`config.mk`:
```
export PLATFORM = sky130hd
export DESIGN_NAME = pipeline_hazard_controller
export DESIGN_NICKNAME = d
export VERILOG_FILES = /design/src/rtl/pipeline_hazard_controller.sv
export SDC_FILE = /design/constraint.sdc
export NUM_CORES = 1
export LEC_CHECK = 0
export CAP_MARGIN = 10
export CORE_MARGIN = 1
export CORE_UTILIZATION = 50
export DETAILED_ROUTE_END_ITERATION = 12
export PLACE_DENSITY = 0.79
export SLEW_MARGIN = 20
export SYNTH_ARGS = -nofsm -noshare
export SYNTH_HDL_FRONTEND = slang
export SYNTH_SLANG_ARGS = --single-unit
export TNS_END_PERCENT = 1
```
`constraint.sdc`:
```
create_clock -name clk -period 2.7 [get_ports clk]
set_input_delay 0.405 -clock clk [delete_from_list [all_inputs] [get_ports clk]]
set_output_delay 0.405 -clock clk [all_outputs]
set_load 0.1 [all_outputs]
```
`src/rtl/pipeline_hazard_controller.sv`:
```
`default_nettype none
// ============================================================================
// Module      : pipeline_hazard_controller
// Description : Stall / flush / freeze controller for the five-stage MIPS
//               pipeline. Combines load-use and branch-operand interlocks,
//               a mult/div busy window and a data-memory wait/timeout FSM.
// Revision    : 1.0 - initial release
// ============================================================================
module pipeline_hazard_controller #(
  parameter int MULDIV_LATENCY = 8,
  parameter int MEM_TIMEOUT    = 64
) (
  input  logic        clk,
  input  logic        reset,
  input  logic [4:0]  ID_Rs,
  input  logic [4:0]  ID_Rt,
  input  logic        ID_UsesRs,
  input  logic        ID_UsesRt,
  input  logic        ID_Branch,
  input  logic        ID_BranchTaken,
  input  logic        ID_Jump,
  input  logic        ID_MulDiv,
  input  logic        ID_UsesHiLo,
  input  logic        EX_MemRead,
  input  logic        EX_RegWrite,
  input  logic [4:0]  EX_WriteRegister,
  input  logic        EX_MulDivStart,
  input  logic        MEM_MemRead,
  input  logic        MEM_MemAccess,
  input  logic [4:0]  MEM_WriteRegister,
  input  logic        MEM_Ready,
  output logic        PC_Write,
  output logic        IF_ID_Write,
  output logic        ID_EX_Write,
  output logic        EX_MEM_Write,
  output logic        IF_ID_Flush,
  output logic        ID_EX_Bubble,
  output logic        MEM_WB_Bubble,
  output logic        MulDivBusy,
  output logic        MemTimeout,
  output logic [31:0] StallCount
);

  localparam logic [7:0]  MD_LAT     = 8'(MULDIV_LATENCY);
  localparam logic [16:0] TIMEOUT_LV = 17'(MEM_TIMEOUT);

  typedef enum logic [1:0] {
    S_RUN  = 2'd0,
    S_WAIT = 2'd1,
    S_ERR  = 2'd2
  } mem_state_t;

  mem_state_t   mem_state_q;
  logic [15:0]  wait_cnt_q;
  logic [16:0]  wait_cnt_inc;
  logic         mem_timeout_q;
  logic [7:0]   md_cnt_q, md_cnt_d;
  logic [31:0]  stall_cnt_q, stall_cnt_d;

  logic freeze;
  logic stall;
  logic flush;
  logic ex_hit_rs, ex_hit_rt, mem_hit_rs, mem_hit_rt;

  // Wait counter holds the number of consecutive not-ready cycles seen so
  // far; ERR is taken when the current not-ready cycle brings it to the limit.
  assign wait_cnt_inc = {1'b0, wait_cnt_q} + 17'd1;

  // Memory wait FSM: RUN -> WAIT on a stalled access, back on ready, ERR on timeout
  always_ff @(posedge clk or negedge reset) begin
    if (!reset) begin
      mem_state_q   <= S_RUN;
      wait_cnt_q    <= 16'd0;
      mem_timeout_q <= 1'b0;
    end else begin
      case (mem_state_q)
        S_RUN: begin
          if (MEM_MemAccess && !MEM_Ready) begin
            wait_cnt_q <= 16'd1;
            if (TIMEOUT_LV == 17'd1) begin
              mem_state_q   <= S_ERR;
              mem_timeout_q <= 1'b1;
            end else begin
              mem_state_q <= S_WAIT;
            end
          end
        end
        S_WAIT: begin
          if (MEM_Ready) begin
            mem_state_q <= S_RUN;
            wait_cnt_q  <= 16'd0;
          end else begin
            wait_cnt_q <= wait_cnt_inc[15:0];
            if (wait_cnt_inc == TIMEOUT_LV) begin
              mem_state_q   <= S_ERR;
              mem_timeout_q <= 1'b1;
            end
          end
        end
        S_ERR: begin
          mem_state_q   <= S_ERR;
          mem_timeout_q <= 1'b1;
        end
        default: begin
          mem_state_q <= S_RUN;
          wait_cnt_q  <= 16'd0;
        end
      endcase
    end
  end

  assign MemTimeout = mem_timeout_q;

  // Freeze is Mealy: a completing cycle in WAIT writes normally
  assign freeze = (mem_state_q == S_ERR)
               || ((mem_state_q == S_WAIT) && !MEM_Ready)
               || ((mem_state_q == S_RUN) && MEM_MemAccess && !MEM_Ready);

  assign MulDivBusy = (md_cnt_q != 8'd0);

  // Register 0 is hardwired and never creates a dependency
  assign ex_hit_rs  = (EX_WriteRegister  != 5'd0) && (EX_WriteRegister  == ID_Rs);
  assign ex_hit_rt  = (EX_WriteRegister  != 5'd0) && (EX_WriteRegister  == ID_Rt);
  assign mem_hit_rs = (MEM_WriteRegister != 5'd0) && (MEM_WriteRegister == ID_Rs);
  assign mem_hit_rt = (MEM_WriteRegister != 5'd0) && (MEM_WriteRegister == ID_Rt);

  // Interlock detection; branches compare in ID so they need both operands
  always_comb begin
    stall = 1'b0;
    if (!freeze) begin
      stall = (EX_MemRead && ((ex_hit_rs && ID_UsesRs) || (ex_hit_rt && ID_UsesRt)))
           || (ID_Branch && EX_RegWrite && (ex_hit_rs || ex_hit_rt))
           || (ID_Branch && MEM_MemRead && (mem_hit_rs || mem_hit_rt))
           || (MulDivBusy && (ID_MulDiv || ID_UsesHiLo));
    end
  end

  assign flush = !freeze && !stall && (ID_Jump || (ID_Branch && ID_BranchTaken));

  // Pipeline control outputs, priority freeze > stall > flush > normal
  always_comb begin
    PC_Write      = 1'b0;
    IF_ID_Write   = 1'b0;
    ID_EX_Write   = 1'b0;
    EX_MEM_Write  = 1'b0;
    IF_ID_Flush   = 1'b0;
    ID_EX_Bubble  = 1'b0;
    MEM_WB_Bubble = 1'b0;
    if (reset) begin
      if (freeze) begin
        MEM_WB_Bubble = 1'b1;
      end else if (stall) begin
        ID_EX_Write  = 1'b1;
        EX_MEM_Write = 1'b1;
        ID_EX_Bubble = 1'b1;
      end else begin
        PC_Write     = 1'b1;
        IF_ID_Write  = 1'b1;
        ID_EX_Write  = 1'b1;
        EX_MEM_Write = 1'b1;
        IF_ID_Flush  = flush;
      end
    end
  end

  // Mult/div busy counter: reload only when the starting op actually advances
  always_comb begin
    md_cnt_d = md_cnt_q;
    if (EX_MulDivStart && EX_MEM_Write) begin
      md_cnt_d = MD_LAT;
    end else if (md_cnt_q != 8'd0) begin
      md_cnt_d = md_cnt_q - 8'd1;
    end
  end

  // Saturating count of cycles in which the PC is held
  always_comb begin
    stall_cnt_d = stall_cnt_q;
    if (!PC_Write && (stall_cnt_q != 32'hFFFF_FFFF)) begin
      stall_cnt_d = stall_cnt_q + 32'd1;
    end
  end

  // Counter registers
  always_ff @(posedge clk or negedge reset) begin
    if (!reset) begin
      md_cnt_q    <= 8'd0;
      stall_cnt_q <= 32'd0;
    end else begin
      md_cnt_q    <= md_cnt_d;
      stall_cnt_q <= stall_cnt_d;
    end
  end

  assign StallCount = stall_cnt_q;

endmodule
`default_nettype wire

```
==> run metrics, run 1 <==
Avg WL per Cell=15.0 microns; met3 wire len=282 microns; Site Rows=29; Post-Syn Area=3400 sq um; status=finished, violations left; Seq/Total Area, Yosys=43.4%; vias per inst=5.51; Power, Total=1.93 mW; fin crit share=109%; synth top area cells=dfrtp_1 (43%), xnor2_1 (11%), o21ai_0 (4.1%); H-tree Lvls=3; core footprint=6460 sq um; Async S/R FF share, synth=100%; initial antenna violation count=0; Clock Sinks=59; CP Max Fanout=5; vias in the first global route=2932; HP Class=input port to asynchronous set/reset pin; CP startpoint kind=flip-flop; Clock Tree Root=clkbuf_8; Syn Inst Count=370; clk slew on worst S/H paths=0.07 ns; top layer used by detailed routing=met4; area of the multi-input gates=1840 sq um; Final Worst Setup Slack=-0.239 ns; initial core utilization=52.7%; die span in x=84.5 microns; Critical Path End Type=output pin; WL met1=3550 microns; Final Skew=0.0116 ns; filler cell count=480; Ys Warns=0; fin cells=541; gr usage total=24.4%; final setup fails=4; Main synth FF type=dfrtp_1; Starting DRT DRC Count=188; Final Hold Fails=0; # hold bufs at CTS=0; RePlAce Congestion=0.913; WP data required=2.30 ns; slew margin rel.=52.2%; TritonCTS clock tree=built; Worst IR Drop VDD=0.000312 V; pre-CTS WS=-0.0702 ns; Seq cells post-synth=59; DR WL met2=4160 microns; detailed placement HPWL=5900 microns; Synth area leader=dfrtp_1; critical path arrival=2.53 ns; fmax=340 MHz; Ant. Diodes=0; Synth cell types=52; layout cells sized above 1=21.1%; I/O pins=76; Max Slew Vio Count=0; CTS buffer count=9; PD cells=420 nW/um^2; TNS Setup=-0.744 ns; maxcap violations=0; DRC errors left=8; failing checks=DRC, setup timing; number of buffers added on ports=75; Least-Margin Pin Slew=0.717 ns; area grow syn2layout=34.7%; Routed WL=8110 microns; die area=7140 sq um; post-route ant nets=0; Mapped Avg Cell Area=9.20 sq um; TritonRoute pass-1 iters=8; Leakage=1.97 nW; Mapped Nets=409; via count=2983; Core Util, Final=71.0%; clk buf depth=2; RSZ-0062 raised after global routing=yes; number of synthesized flops with an enable pin=0; largest net degree at the start of global routing=60; min Tclk post-route=2.94 ns; r2r setup slk=0.15 ns; Cells after DPL=525; first-pass GRT wire length=13800 microns; Die Y=84.5 microns; critical path class=flip-flop to output pin; top-area cell type share of the netlist area=43.4%; grt total ovfl=0; clock latency on the worst-skew pair=0.34 ns; Reg area=1480 sq um; fin nets=498
[registers in the layout (all words and copies together), names as in the netlist]
register and cells:
wait_cnt_q 16, md_cnt_q 8, StallCount 32, MemTimeout 1
mem_state_q 2
[repair_timing]
item                                    4_1_cts  5_1_grt
gates resized for setup                       4        3
endpoints found under the setup margin        4        6
setup buffers                                 0        0
[cell type report]
class | count | share of cell area (%)
multi-input combinational | 284 | 40.1
sequential | 59 | 32.2
timing repair buffer | 95 | 19.8
clock buffer | 9 | 2.70
clock inverter | 7 | 2.18
tap | 77 | 2.10
inverter | 10 | 0.901
[where the power goes]
group	internal [mW]	switching, mW	total [mW]
Combinational	0.0756	0.0637	0.139
Sequential	0.884	0.00105	0.885
Clock	0.527	0.376	0.903
[stage by stage]
step           hold WS [ns]  cell area (sq um)
5_1_grt               0.355               4580
2_1_floorplan         0.109               3420
3_5_place_dp          0.452               4340
4_1_cts               0.301               4570
3_3_place_gp          0.453               4340
6_report              0.290               4580
[per-layer routing]
metal | vias up | GRT usage [%]
met5 | - | 0
met4 | 0 | 9.71
met3 | 10 | 5.51
met2 | 60 | 41.2
met1 | 1435 | 30.4
li1 | 1478 | -
[critical path, stage by stage, from the launching register on]
cell and delay, ns:
dfrtp_1 0.40, inv_2 0.08, ha_4 0.13, or3b_4 0.38, or3_4 0.36, nor3_4 0.15
inv_2 0.06, o21a_4 0.12, nor2_4 0.11, nand2_4 0.10, nor2_4 0.14, buf_12 0.18
[final timing paths]
kind                                   from       endpoint  cells past startpoint
worst max-delay path            md_cnt_q[1]    IF_ID_Flush                     11
min in group clk                 MemTimeout     MemTimeout                      1
max in group asynchronous             reset    md_cnt_q[5]                      2
worst min-delay path                  reset  wait_cnt_q[1]                      2
worst max register to register  md_cnt_q[1]  StallCount[1]                     12
worst min register to register   MemTimeout     MemTimeout                      1
[Yosys cell counts, types with 2 or more instances]
library cell  count
clkbuf_1         10
nor4_1            4
xnor2_1          42
buf_2             4
nand3_1          27
a31oi_1           5
nand2_1          36
nand4_1          16
dfrtp_1          59
and4_1            7
xor2_1           15
and3_1           12
nor2_1           28
ha_1              4
or3_1             3
or4_1             2
o21ai_0          28
o31ai_1           3
nand2b_1          2
inv_1             9
nor3b_1           2
and2_1            6
mux2_2            2
buf_4             2
a21oi_1          10
nor3_1            6
[cell families after synthesis]
family | share of synthesized area (%)
and+or+nand+nor | 25.0
xor gates and xnor gates | 14.7
AOI/OAI and AO/OA | 10.6
muxes | 1.40
adders and majority gates | 1.47
buffers and inverters | 3.56
DFF | 43.4
[cells in the final DEF (no fill, tap or decap), types with 12 or more instances in the layout]
cell type	Yosys	routed
o21ai_0	28	28
nor2_1	28	27
nand2_1	36	35
xor2_1	15	15
clkdlybuf4s50_1	0	33
buf_4	2	52
xnor2_1	42	42
nand3_1	27	27
nand4_1	16	16
dfrtp_1	59	59
and3_1	12	12
Note: power is estimated with default switching activity, not from simulation.
==> run 2: changes to the inputs <==
--- a/config.mk
+++ b/config.mk
@@ -5,11 +5,12 @@
 export SDC_FILE = /design/constraint.sdc
 export NUM_CORES = 1
 export LEC_CHECK = 0
+export ABC_AREA = 1
 export CAP_MARGIN = 10
 export CORE_MARGIN = 1
 export CORE_UTILIZATION = 50
 export DETAILED_ROUTE_END_ITERATION = 12
-export PLACE_DENSITY = 0.79
+export PLACE_DENSITY = 0.77
 export SLEW_MARGIN = 20
 export SYNTH_ARGS = -nofsm -noshare
 export SYNTH_HDL_FRONTEND = slang
==> constraint.sdc (replaced) <==
create_clock -name clk -period 2.7 [get_ports clk]
set_input_delay 0.54 -clock clk [delete_from_list [all_inputs] [get_ports clk]]
set_output_delay 0.54 -clock clk [all_outputs]
set_load 0.1 [all_outputs]
==> run 2 against run 1 <==
  * The flow now finishes without violations
  * Core utilization is 3.9 points lower
  * Fmax is 12% higher
  * Power is 78% higher
  * Critical path type is now input port to output pin
  * Routed wire length is 44% higher
  * Highest routed layer unchanged
  * Critical endpoint is now PC_Write
  * Worst setup slack better by 0.32 ns
  * Synthesized area is 24% higher
  * Clock-buffer cell count stayed put
  * Largest power group is now combinational logic
  * Die area is 23% higher
==> run metrics, run 2 <==
status=complete, no violations; fin nets=759 (+52%); gr usage total=27.8% (+3.4 points); R2R depth=15 (+3); # hold bufs at CTS=0 (unchanged); CP Max Fanout=3 (-2); Site Rows=33 (+14%); fin cells=830 (+53%); Syn Inst Count=629 (+70%); CTS buffer count=9 (unchanged); post-route ant nets=0 (unchanged); PD cells=624 nW/um^2 (+48%); die span in x=93.8 microns (+11%); Leakage=2.89 nW (+46%); synth cell count leaders=nand2_1 (209), inv_1 (88), nand3_1 (65), dfrtp_1 (59), nor2_1 (57); reg2reg start=md_cnt_q[0]; Least-Margin Pin Slew=0.755 ns (+0.0372 ns); r2r setup slk=0.42 ns (+0.27 ns); Synth area leader=dfrtp_1; most numerous cell in the Yosys netlist=nand2_1; core footprint=8180 sq um (+27%); grt total ovfl=0 (unchanged); initial core utilization=51.5% (-1.2 points); fmax=382 MHz (+12%); TritonCTS clock tree=built; RePlAce Congestion=0.940 (+3.1%); layout cells sized above 1=14.6% (-6.5 points); first-pass GRT wire length=19200 microns (+39%); maxcap violations=0 (unchanged); fin crit share=97.0% (-12 points); GR peak layer=met2; clock latency on the worst-skew pair=0.36 ns (+0.02 ns); Mapped Avg Cell Area=6.70 sq um (-27%); Worst R2R End=StallCount[17]; via count=4415 (+48%); commonest non-fill, non-tap cell in the layout=nand2_1; Clock Tree Root=clkbuf_8; Clock Sinks=59 (unchanged); crit-path max cell delay=0.45 ns (+0.05 ns); clk buf depth=2 (unchanged); DRC errors left=0 (-8); Async S/R FF share, synth=100% (unchanged); die area=8800 sq um (+23%); top-area cell type share of the netlist area=35.0% (-8.3 points); filler cell count=691 (+44%); WP data required=2.16 ns (-0.14 ns); I/O pins=76 (unchanged); Main synth FF type=dfrtp_1; RSZ-0062 raised after global routing=no; Die Y=93.8 microns (+11%); Final Skew=0.0165 ns (+0.00492 ns); Max Slew Vio Count=0 (unchanged); WP buf/inv=4 (+1); Seq cells post-synth=59 (unchanged); commonest cells after routing, fill and taps aside=nand2_1 (208), inv_1 (81), nand3_1 (63); slew margin rel.=49.7% (-2.5 points); cell depth of the worst setup path=11 (unchanged); TNS Setup=0 ns (+0.744 ns); Ant. Diodes=0 (unchanged); met3 usage=5.58% (+0.076 points); Routed WL=11700 microns (+44%); Mapped Nets=668 (+63%); Critical-path top delay cell=clkdlybuf4s50_1; Worst IR Drop VDD=0.00110 V (+250%); H-tree Lvls=3 (unchanged); M2 GR Usage=48.1% (+6.8 points); Ys Warns=0 (unchanged); detailed placement HPWL=8450 microns (+43%); critical path, cell by cell=clkdlybuf4s50_1 > inv_2 > nand2_1 > nand2_1 > nor2_1 > nand3_1 > nand2_1 > a21oi_4 > nand4_4 > clkinvlp_4 > buf_12; synth top area cells=dfrtp_1 (35%), nand2_1 (19%), inv_1 (7.8%); family with the most delay on the worst path=buffers and inverters; TritonRoute pass-1 iters=5 (-3); vias in the first global route=4188 (+43%); Critical Path Sink=PC_Write; clk slew on worst S/H paths=0.09 ns (+0.02 ns); Synth cell types=31 (-40%); final setup fails=0 (-4); most used cell, CP=nand2_1; number of buffers added on ports=75 (unchanged); Post-Syn Area=4210 sq um (+24%); grt met1 use=33.8% (+3.3 points); Final Hold Fails=0 (unchanged); initial antenna violation count=0 (unchanged); critical path arrival=2.08 ns (-0.45 ns); crit path from=MEM_WriteRegister[4]; vias per inst=5.32 (-3.5%); number of synthesized flops with an enable pin=0 (unchanged); CP startpoint kind=input port; max reg flops=32 (unchanged); critical path class=input port to output pin; largest net degree at the start of global routing=60 (unchanged); area grow syn2layout=30.1%; Critical Path End Type=output pin; Core Util, Final=67.1% (-3.9 points); Avg WL per Cell=14.1 microns (-6.1%); Seq/Total Area, Yosys=35.0% (-8.3 points); Cells after DPL=806 (+54%); min Tclk post-route=2.62 ns (-0.320 ns); HP Class=input port to asynchronous set/reset pin; Starting DRT DRC Count=257 (+37%)
run 2: worst min path at each step:
stage / start / end / slack [ns] / cells past startpoint
after global routing: reset / md_cnt_q[7] / 0.46 / 2
after global placement: MemTimeout / MemTimeout / 0.48 / 2
final: reset / md_cnt_q[7] / 0.39 / 2
after floorplan: reset / MemTimeout / 0.24 / 0
after detailed placement: MemTimeout / MemTimeout / 0.49 / 2
after CTS: reset / md_cnt_q[7] / 0.41 / 2
run 2: logic make-up (layout without fill, tap and decap cells):
group / count (synthesis) / count (layout) / share of synthesized area, %
XOR/XNOR: 42 / 42 / 8.73
AND/OR/NAND/NOR: 381 / 381 / 39.7
AO/OA/AOI/OAI: 38 / 38 / 5.14
adder cells (fa/ha/maj): 4 / 4 / 1.19
buffers and inverters: 105 / 201 / 10.2
flip-flops: 59 / 59 / 35.0
run 2: per-stage QoR:
| step | hold WS, ns | worst slack, ns | area [sq um] | power, mW |
|---|---|---|---|---|
| after floorplan | 0.244 | -0.548 | 4260 | 2.09 |
| after global placement | 0.484 | -0.00398 | 5120 | 2.42 |
| after detailed placement | 0.491 | -0.0805 | 5120 | 2.45 |
| after CTS | 0.411 | 0.000450 | 5370 | 3.35 |
| after global routing | 0.464 | 0.00425 | 5480 | 3.60 |
| final | 0.392 | 0.0811 | 5480 | 3.42 |
run 2: layer usage:
metal / share of wire (%) / routed length, microns / vias to the layer above
met5: 0 / 0 / -
met1: 43 / 5020 / 2078
met2: 50 / 5820 / 124
li1: - / - / 2182
met4: 3.0 / 346 / 0
met3: 4.3 / 501 / 31
run 2: cell type report:
type,count,area [sq um],area share (%)
clock buffers,9,124,2.26
clock inverters,7,76.3,1.39
inverters,92,355,6.48
multi-input cells,465,2390,43.6
flip-flops and latches,59,1480,26.9
well taps,105,131,2.40
repair buffers,93,932,17.0
run 2: timing repair:
action                     CTS  global route
buffers inserted             3             5
pin swaps                    3             7
resized for setup           10            27
setup endpoints to repair    4             4
run 2: report_power, final:
part	switching (mW)	internal [mW]
Combinational	0.978	0.452
Sequential	0.141	1.00
Clock	0.420	0.432
Total	1.54	1.88
==> run 3: changes to the inputs <==
--- a/config.mk
+++ b/config.mk
@@ -11,6 +11,7 @@
 export CORE_UTILIZATION = 50
 export DETAILED_ROUTE_END_ITERATION = 12
 export PLACE_DENSITY = 0.77
+export SETUP_SLACK_MARGIN = 0.05
 export SLEW_MARGIN = 20
 export SYNTH_ARGS = -nofsm -noshare
 export SYNTH_HDL_FRONTEND = slang
==> run 3 against run 2 <==
  * Worst setup slack better by 0.047 ns
  * Critical path depth down 2
  * Largest power group unchanged
  * Register-to-register slack about the same
  * Clock-buffer cell count unchanged
  * Combinational power about the same
  * Critical path type unchanged
  * Routed wire length up 0.27%
  * Non-clock buffer count up 1
  * Global-route usage up 0.23 points
  * Hold slack better by 0.00083 ns
==> run metrics, run 3 (synthesis gave the netlist of run 2 again) <==
status=complete, no violations; Final Hold Fails=0 (unchanged); Cells after DPL=806 (unchanged); largest net degree at the start of global routing=60 (unchanged); Starting DRT DRC Count=198 (-23%); WP buf/inv=3 (-1); I/O pins=76 (unchanged); Site Rows=33 (unchanged); Final Skew=0.0204 ns (+0.00391 ns); clock latency on the worst-skew pair=0.36 ns (about the same); Ant. Diodes=0 (unchanged); R2R depth=10 (-5); first-pass GRT wire length=19300 microns (+0.68%); CP Max Fanout=3 (unchanged); critical path, cell by cell=clkdlybuf4s50_1 > xor2_1 > nor2_2 > nand4_1 > nand2_1 > nand2_2 > nand4_4 > clkinvlp_4 > buf_12; TritonCTS clock tree=built; H-tree Lvls=3 (unchanged); number of buffers added on ports=75 (unchanged); post-route ant nets=0 (unchanged); initial core utilization=51.5% (unchanged); area of the multi-input gates=2400 sq um (+0.47%); hold slack=0.393 ns (+0.000832 ns); slew margin rel.=49.1% (-0.56 points); commonest non-fill, non-tap cell in the layout=nand2_1; critical path class=input port to output pin; clk slew on worst S/H paths=0.09 ns (about the same); grt total ovfl=0 (unchanged); Critical Path End Type=output pin; PD cells=625 nW/um^2 (+0.18%); fmax=389 MHz (+1.8%); vias in the first global route=4239 (+1.2%); die area=8800 sq um (unchanged); RSZ-0062 raised after global routing=no; Leakage=2.85 nW (-1.1%); final setup fails=0 (unchanged); family with the most delay on the worst path=buffers and inverters; RePlAce Congestion=0.940 (unchanged); filler cell count=706 (+2.2%); clk buf depth=2 (unchanged); TritonRoute pass-1 iters=5 (unchanged); gr usage total=28.1% (+0.23 points); layout cells sized above 1=15.4% (+0.81 points); WP data required=2.16 ns (about the same); HP Class=input port to asynchronous set/reset pin; fin cells=831 (+0.12%); commonest cells after routing, fill and taps aside=nand2_1 (205), inv_1 (80), nand3_1 (63); detailed placement HPWL=8450 microns (unchanged); die span in x=93.8 microns (unchanged); Max Slew Vio Count=0 (unchanged); # hold bufs at CTS=0 (unchanged); DRC errors left=0 (unchanged); initial antenna violation count=0 (unchanged); fin crit share=95.3% (-1.7 points); Die Y=93.8 microns (unchanged); maxcap violations=0 (unchanged); Critical-path top delay cell=clkdlybuf4s50_1; Clock Tree Root=clkbuf_8; area grow syn2layout=30.0%; crit-path max cell delay=0.53 ns (+0.08 ns); CTS buffer count=9 (unchanged); Least-Margin Pin Slew=0.763 ns (+0.00845 ns); critical path arrival=2.03 ns (-0.05 ns); fin nets=760 (+0.13%); Avg WL per Cell=14.1 microns (+0.14%); Routed WL=11700 microns (+0.27%); vias per inst=5.31 (-0.26%); Clock Sinks=59 (unchanged); via count=4409 (-0.14%); core footprint=8180 sq um (unchanged); CP startpoint kind=input port; Worst IR Drop VDD=0.00110 V (about the same); Reg area=1480 sq um (unchanged); cell depth of the worst setup path=9 (-2); Final Worst Setup Slack=0.128 ns (+0.0470 ns); min Tclk post-route=2.57 ns (-0.0470 ns); max reg flops=32 (unchanged); pre-CTS WS=-0.0805 ns (unchanged)
run 3: cell types whose count changed in the layout (fill, tap and decap cells not counted):
cell / delta
dlygate4sd2_1: +8
dlymetal6s2s_1: -5
clkdlybuf4s50_1: -3
nand2_1: -3
nand2_2: +3
inv_2: +2
nor2_2: +2
buf_4: +1
inv_1: -1
inv_4: -1
nor2_1: -1
nor2_4: -1
nor3_2: -1
nor3_4: +1
run 3: stage by stage:
stage / total power, mW / TNS, ns / area, sq um / util (%)
after global placement: 2.42 / -0.00761 / 5120 / 62.6
final: 3.42 / 0 / 5480 / 67.0
after floorplan: 2.09 / -0.992 / 4260 / -
after global routing: 3.60 / 0 / 5480 / 67.0
after detailed placement: 2.45 / -0.236 / 5120 / 62.6
after CTS: 3.37 / 0 / 5390 / 65.9
run 3: repair_timing:
| item | 4_1_cts | 5_1_grt |
|---|---|---|
| setup endpoints to repair | 4 | 4 |
| buffers inserted | 6 | 3 |
| gates resized for setup | 19 | 25 |
| cloned | 0 | 0 |
| pin swaps | 6 | 10 |
run 3: power by group:
group	total, mW	switching [mW]	internal, mW	leakage [nW]
registers	1.14	0.144	1.00	0.793
logic	1.43	0.977	0.451	1.97
clock network	0.852	0.419	0.432	0.0962
run 3: worst paths after layout:
| kind | end | slack (ns) | start |
|---|---|---|---|
| setup / recovery | PC_Write | 0.13 | ID_Rs[2] |
| hold / removal | md_cnt_q[7] | 0.39 | reset |
| setup reg to reg | StallCount[17] | 0.41 | StallCount[1] |
| hold reg to reg | MemTimeout | 0.52 | MemTimeout |
| max in group asynchronous | StallCount[3] | 1.79 | reset |
| min in group clk | MemTimeout | 0.52 | MemTimeout |
run 3: final cells by class:
cell class              instances  area share (%)
clock buffers                   9            2.26
clock inverters                 7            1.39
inverters                      92            6.44
multi-input cells             465            43.8
flip-flops and latches         59            27.0
well taps                     105            2.40
repair buffers                 94            16.7
run 3: metal layers:
metal  up-vias  part of all wire [%]  track usage [%]
met1      2052                    43             34.0
li1       2178                     -                -
met3        31                   5.4             5.50
met5         -                     0                0
met4         0                   3.0             11.9
met2       148                    49             48.3
